**src/rtl/button_pulse_gen.sv**
```systemverilog
`timescale 1ns/1ps
// button_pulse_gen: turns a raw bouncy push-button pad into debounced press, release and long-press events
module button_pulse_gen #(
    parameter int DEBOUNCE_CYCLES   = 10000,
    parameter int LONG_PRESS_CYCLES = 5000000,
    localparam int CNT_W = $clog2(LONG_PRESS_CYCLES + 1)
) (
    input  logic system_clk,
    input  logic rst,
    input  logic button_raw,
    output logic press_pulse,
    output logic release_pulse,
    output logic held,
    output logic long_press_pulse
);
    typedef enum logic [1:0] {IDLE, ARM, PRESSED, DISARM} state_t;
    localparam logic [CNT_W-1:0] D_LAST = CNT_W'(DEBOUNCE_CYCLES - 1);
    localparam logic [CNT_W-1:0] L_LAST = CNT_W'(LONG_PRESS_CYCLES - 1);
    localparam logic [CNT_W-1:0] L_MAX  = CNT_W'(LONG_PRESS_CYCLES);
    state_t state, state_n;
    logic sync_0, sync_in;
    logic [CNT_W-1:0] dcnt, dcnt_n, lcnt, lcnt_n, lcnt_inc;
    logic press_n, release_n, held_n, long_n, d_done;
    always_ff @(posedge system_clk or posedge rst) begin
        if (rst) begin
            sync_0           <= 1'b0;
            sync_in          <= 1'b0;
            state            <= IDLE;
            dcnt             <= '0;
            lcnt             <= '0;
            press_pulse      <= 1'b0;
            release_pulse    <= 1'b0;
            held             <= 1'b0;
            long_press_pulse <= 1'b0;
        end else begin
            sync_0           <= button_raw;
            sync_in          <= sync_0;
            state            <= state_n;
            dcnt             <= dcnt_n;
            lcnt             <= lcnt_n;
            press_pulse      <= press_n;
            release_pulse    <= release_n;
            held             <= held_n;
            long_press_pulse <= long_n;
        end
    end
    // lcnt keeps running through DISARM so a release bounce cannot re-arm the long press
    always_comb begin
        state_n   = state;
        dcnt_n    = dcnt;
        lcnt_n    = lcnt;
        press_n   = 1'b0;
        release_n = 1'b0;
        long_n    = 1'b0;
        held_n    = held;
        lcnt_inc  = (lcnt == L_MAX) ? lcnt : lcnt + CNT_W'(1);
        d_done    = dcnt == D_LAST;
        case (state)
            IDLE: if (sync_in) begin
                state_n = ARM;
                dcnt_n  = '0;
            end
            ARM: if (!sync_in) state_n = IDLE;
            else if (d_done) begin
                state_n = PRESSED;
                press_n = 1'b1;
                held_n  = 1'b1;
                lcnt_n  = '0;
            end else dcnt_n = dcnt + CNT_W'(1);
            PRESSED: begin
                lcnt_n = lcnt_inc;
                long_n = lcnt_inc == L_LAST;
                if (!sync_in) begin
                    state_n = DISARM;
                    dcnt_n  = '0;
                end
            end
            DISARM: begin
                lcnt_n = lcnt_inc;
                if (sync_in) state_n = PRESSED;
                else if (d_done) begin
                    state_n   = IDLE;
                    release_n = 1'b1;
                    held_n    = 1'b0;
                end else dcnt_n = dcnt + CNT_W'(1);
                long_n = (lcnt_inc == L_LAST) && !release_n;
            end
            default: state_n = IDLE;
        endcase
    end
endmodule

```
**config.mk**
```make
export PLATFORM = sky130hd
export DESIGN_NAME = button_pulse_gen
export DESIGN_NICKNAME = d
export VERILOG_FILES = /design/src/rtl/button_pulse_gen.sv
export SDC_FILE = /design/constraint.sdc
export NUM_CORES = 1
export LEC_CHECK = 0
export BUFFER_PORTS_ARGS = -buffer_cell sky130_fd_sc_hd__buf_2
export CAP_MARGIN = 20
export CORE_UTILIZATION = 40
export CTS_BUF_LIST = sky130_fd_sc_hd__clkbuf_4
export CTS_CLUSTER_SIZE = 25
export DETAILED_ROUTE_END_ITERATION = 7
export PLACE_DENSITY = 0.57
export SLEW_MARGIN = 0
export SYNTH_ARGS = -nofsm -noshare
export SYNTH_HDL_FRONTEND = slang
export SYNTH_SLANG_ARGS = --single-unit
```
**constraint.sdc**
```tcl
create_clock -name system_clk -period 6.05 [get_ports system_clk]
set_clock_uncertainty 0.1 [all_clocks]
set_input_delay 0.605 -clock system_clk [delete_from_list [all_inputs] [get_ports system_clk]]
set_output_delay 0.605 -clock system_clk [all_outputs]
set_load 0.02 [all_outputs]
```
# Yosys cells after proc, flatten, opt, wreduce, memory -nomap -nowiden
# Cells that the tools add are included.
[totals] register_bits=54 latch_bits=0 ramBits=0 mem_bits_ro=0 output_inout_bits=4 elab_cells=64 n_memories=0
[classes] addsub=2 n_mul=0 div=0 n_lt_le_gt_ge=0 eq_ne=14 shift=0 mux=29 bitwise=0 reduce_logical=10
[ops] operator="$mux 23" count=8
[ops] operator="$pmux 23 s4" count=1
[ops] operator="$add 23x1->23 const B" count=2
[ops] operator="$eq 23x23->1 const B" count=2
[ops] operator="$pmux 23 s2" count=1
[ops] operator="$eq 23x14->1 const B" count=1
[ops] operator="$mux 2" count=6
[ops] operator="$ne 2x2->1 const B" count=6
[ops] operator="$mux 1" count=10
[ops] operator="$pmux 2 s4" count=1
[ops] operator="$reduce_and 4->1" count=2
[ops] operator="$ne 3x3->1 const B" count=2
[ops] operator="$reduce_and 5->1" count=1
[ops] operator="$eq 2x2->1 const B" count=2
[ops] operator="$pmux 1 s2" count=2
[ops] operator="$reduce_bool 2->1" count=2
[ops] operator="$reduce_and 3->1" count=1
[ops] operator="$eq 2x1->1 const B" count=1
[ops] operator="$logic_not 2->1" count=1
[ops] operator="$reduce_or 2->1" count=1
[ops] operator="$logic_and 1x1->1" count=1
[ops] operator="$logic_not 1->1" count=1

# Depth between registers and ports, before layout
[depth] depth_word=7 mapped_depth=9 mapped_depth_nobuf=8

# Least setup slack after synthesis
# OpenSTA, ideal clock, no wires.
[synth_path] kind="reg-to-reg" from="register lcnt[0]" to="register long_press_pulse" arrival_ps=1928 required_ps=5854 path_slack_ps=3926 path_stages_with_launch=8 path_cell_list="dfrtp_1 ha_1 nand3_4 nor4_4 nand4_2 xnor2_2 o2111ai_1 nor4_2"
[synth_via] elab_chain_cells=5
[synth_lines] item="from (decl)" line="22" rtl="logic [CNT_W-1:0] dcnt, dcnt_n, lcnt, lcnt_n, lcnt_inc;"
[synth_lines] item="from (signal assigned)" line="40" rtl="lcnt <= lcnt_n;"
[synth_lines] item="$add 23x1->23 / $eq 23x23->1 (equally long branches)" line="56" rtl="lcnt_inc = (lcnt == L_MAX) ? lcnt : lcnt + CNT_W'(1);"
[synth_lines] item="$mux 23 *" line="56"
[synth_lines] item="$eq 23x23->1 *" line="72, 86"
[synth_lines] item="$logic_and 1x1->1" line="86" rtl="long_n = (lcnt_inc == L_LAST) && !release_n;"
[synth_lines] item="$pmux 1 s2 *" line="58" rtl="case (state)"
[synth_lines] item="named net long_n" line="23" rtl="logic press_n, release_n, held_n, long_n, d_done;"
[synth_lines] item="to (signal assigned)" line="44" rtl="long_press_pulse <= long_n;"
[synth_lines] item="to (decl)" line="14" rtl="output logic long_press_pulse"
# Mark *: on every way through the listed nets, which the timed path passes. The rest lies on a longest branch.
# A chain may end at the register's enable or synchronous reset.

==> impl_metrics.tcl <==
set metrics [dict create \
    status "completed" \
    fin_crit_sh 0.443 \
    synth_seq_area_share 0.424 \
    syn_to_final_growth_pct 4.47 \
    slew-limit-headroom 0.367 \
    critPathMaxFanout 27 \
    clock.fmax_mhz 373 \
    fp.dieArea_um2 8330 \
    drc_errors 0 \
    core-area_um2 7730 \
    pwr_density_cell_nw_per_um2 167 \
    worstPathRequired_ps 6280 \
    synth_nets 363 \
    antenna_found_initial 0 \
    dr.first_iter.drc_count 152 \
    start_kind "register" \
    nets 358 \
    synth-async-reset-ratio 1.00 \
    cts_buffers 5 \
    crit_arrival_ps 2910 \
    report.final.hold_viol_count 0 \
    tns_ps 0 \
    cap_viol_max_count 0 \
    ys_types 52 \
    end_kind "register" \
    rows 32 \
    path_clk_slew_ps 160 \
    cts.htree.levels 2 \
    clk_path_buf_depth 2 \
    syn_inst 357 \
    dr.pass1.iters 4 \
    synth_seq_cells 54 \
    grt_max_degree 55 \
    synth_enable_flop_cells 0 \
    drive_gt1_frac 0.0878 \
    numClockSinks 54 \
    grt_pass1_vias 2370 \
    start_util 0.413 \
    post_drt_via_cell_ratio 5.61 \
    avgSynthCellArea_um2 8.93 \
    post_cts_resized 0 \
    die_width_um 91.3 \
    crit_type "register to register" \
    yosysWarnings 0 \
    num_io_pins 7 \
    hold_buffers 0 \
    cts_tree "built" \
    routabilityCongestion 0.822 \
    postCtsSetupRepairBufs 0 \
    num_antenna_cells 0 \
    period_needed_ps 2680 \
    grtUsageTotal 0.181 \
    overflow 0 \
    slew_viol_final 0 \
    clockRootBuffer "clkbuf_4" \
    rsz0062_at_grt "no" \
    hold_class "input pin to register" \
    min_from "button_raw" \
    portBuffers 6 \
    hpwl_um 4760 \
    p_total_mw 0.557 \
    ir_worst_vdd_mv 0.0963 \
    wl_per_cell_um 15.3 \
    worst_slew_pin_slew_ps 950 \
    grt_pass1_wl_um 12100 \
    leakage_nw 1.34 \
    vias 2553 \
    clkLatencyLatePin_ps 380 \
    setup_viol 0 \
    die_y_um 91.3 \
    synth_flop_cell "dfrtp_1" \
    antenna_left 0 \
    synth_area_um2 3190 \
    routed_wl_um 6980 \
]
flip-flops by register name, indices dropped and copies added (netlist names), named ones only:
register / count
press_pulse: 1
release_pulse: 1
sync_0: 1
sync_in: 1
held: 1
dcnt: 23
state: 1
lcnt: 23
long_press_pulse: 1
worst max-delay path: stages (launching register included):
cell     delay [ps]
dfrtp_1        1000
xnor2_1         230
buf_4           240
nor2_1          300
nand3_1         240
or3_1           390
a21oi_1         140
cell type report:
class	instances	area (um^2)
fillers	761	4400
multi-input cells	272	1700
flip-flops and latches	54	1350
well taps	102	128
repair buffers	9	52.6
clock buffers	5	37.5
inverters	10	37.5
clock inverters	3	20.0
cells in the final DEF (no fill, tap or decap), types with 4 or more instances in the layout:
cell type,synthesis,routed
nor2_1,49,49
xor2_1,13,13
nor4b_1,5,5
nor4_1,5,5
dfrtp_1,54,54
buf_2,10,6
nand4_1,15,15
nand2_1,31,31
nor3_1,8,8
xnor2_1,17,17
and3_1,4,4
inv_1,9,8
a31oi_1,8,8
a22o_1,9,9
clkbuf_4,0,5
nand3b_1,4,4
a21oi_1,8,8
o21ai_0,26,26
and2_1,4,4
nand3_1,20,20
Yosys cell counts, types with 2 or more instances:
| master | n | share of area |
|---|---|---|
| nand3_1 | 20 | 0.031 |
| and4b_1 | 3 | 0.0094 |
| mux2_2 | 2 | 0.0071 |
| and3_1 | 4 | 0.0078 |
| nand3b_1 | 4 | 0.0094 |
| xnor2_1 | 17 | 0.047 |
| buf_2 | 10 | 0.016 |
| nand3_2 | 2 | 0.0063 |
| nor3_1 | 8 | 0.013 |
| a31oi_1 | 8 | 0.016 |
| o31ai_1 | 3 | 0.0071 |
| and2_1 | 4 | 0.0078 |
| ha_1 | 3 | 0.012 |
| nor4b_1 | 5 | 0.014 |
| a22o_1 | 9 | 0.025 |
| dfrtp_1 | 54 | 0.42 |
| and4_1 | 3 | 0.0082 |
| clkbuf_1 | 8 | 0.0094 |
| nand4_1 | 15 | 0.029 |
| a21oi_1 | 8 | 0.013 |
| nor2_1 | 49 | 0.058 |
| nor3b_1 | 3 | 0.0071 |
| nor4_1 | 5 | 0.0098 |
| mux2i_1 | 2 | 0.0063 |
| xor2_1 | 13 | 0.036 |
| nand2_1 | 31 | 0.036 |
| o21ai_0 | 26 | 0.041 |
| or4_1 | 3 | 0.0071 |
| clkbuf_2 | 3 | 0.0047 |
| inv_1 | 9 | 0.011 |
| o211ai_1 | 2 | 0.0047 |
path summary, 6_finish.rpt:
path | cells past startpoint | end | slack [ps]
setup / recovery | 6 | dcnt[19] | 3370
hold / removal | 1 | sync_0 | 220
setup reg to reg | 6 | dcnt[19] | 3370
hold reg to reg | 0 | sync_in | 270
max in group asynchronous | 3 | dcnt[1] | 5110
min in group asynchronous | 3 | dcnt[18] | 270
per-layer routing:
metal / wire (um) / vias to the layer above / GRT usage
met5: 0 / - / 0
met4: 68 / 0 / 0.0450
met3: 281 / 7 / 0.0285
met2: 3080 / 39 / 0.268
met1: 3560 / 1238 / 0.275
li1: - / 1269 / -
power by group:
part	internal [mW]	switching, mW	total, mW
clock network	0.0458	0.120	0.166
logic	0.00703	0.0133	0.0204
registers	0.365	0.00551	0.370
per-stage QoR:
stage / hold WS [ps] / std cells / setup WS (ps) / area (um^2) / utilization
floorplan: 231 / 357 / 3930 / 3190 / -
global placement: 232 / 446 / 3260 / 3270 / 0.423
detailed placement: 236 / 446 / 3130 / 3270 / 0.423
CTS: 198 / 454 / 3150 / 3320 / 0.430
global route: 175 / 455 / 3150 / 3330 / 0.431
finish: 217 / 455 / 3370 / 3330 / 0.431
cells by family after synthesis:
logic type	after synthesis	share of synthesized area
compound gates	63	0.126
xor+xnor	31	0.0875
fa+ha+maj	3	0.0118
buf+inv	31	0.0416
flops	54	0.424
mux	4	0.0133
simple gates	171	0.296
Note: power is estimated with default switching activity, not from simulation.
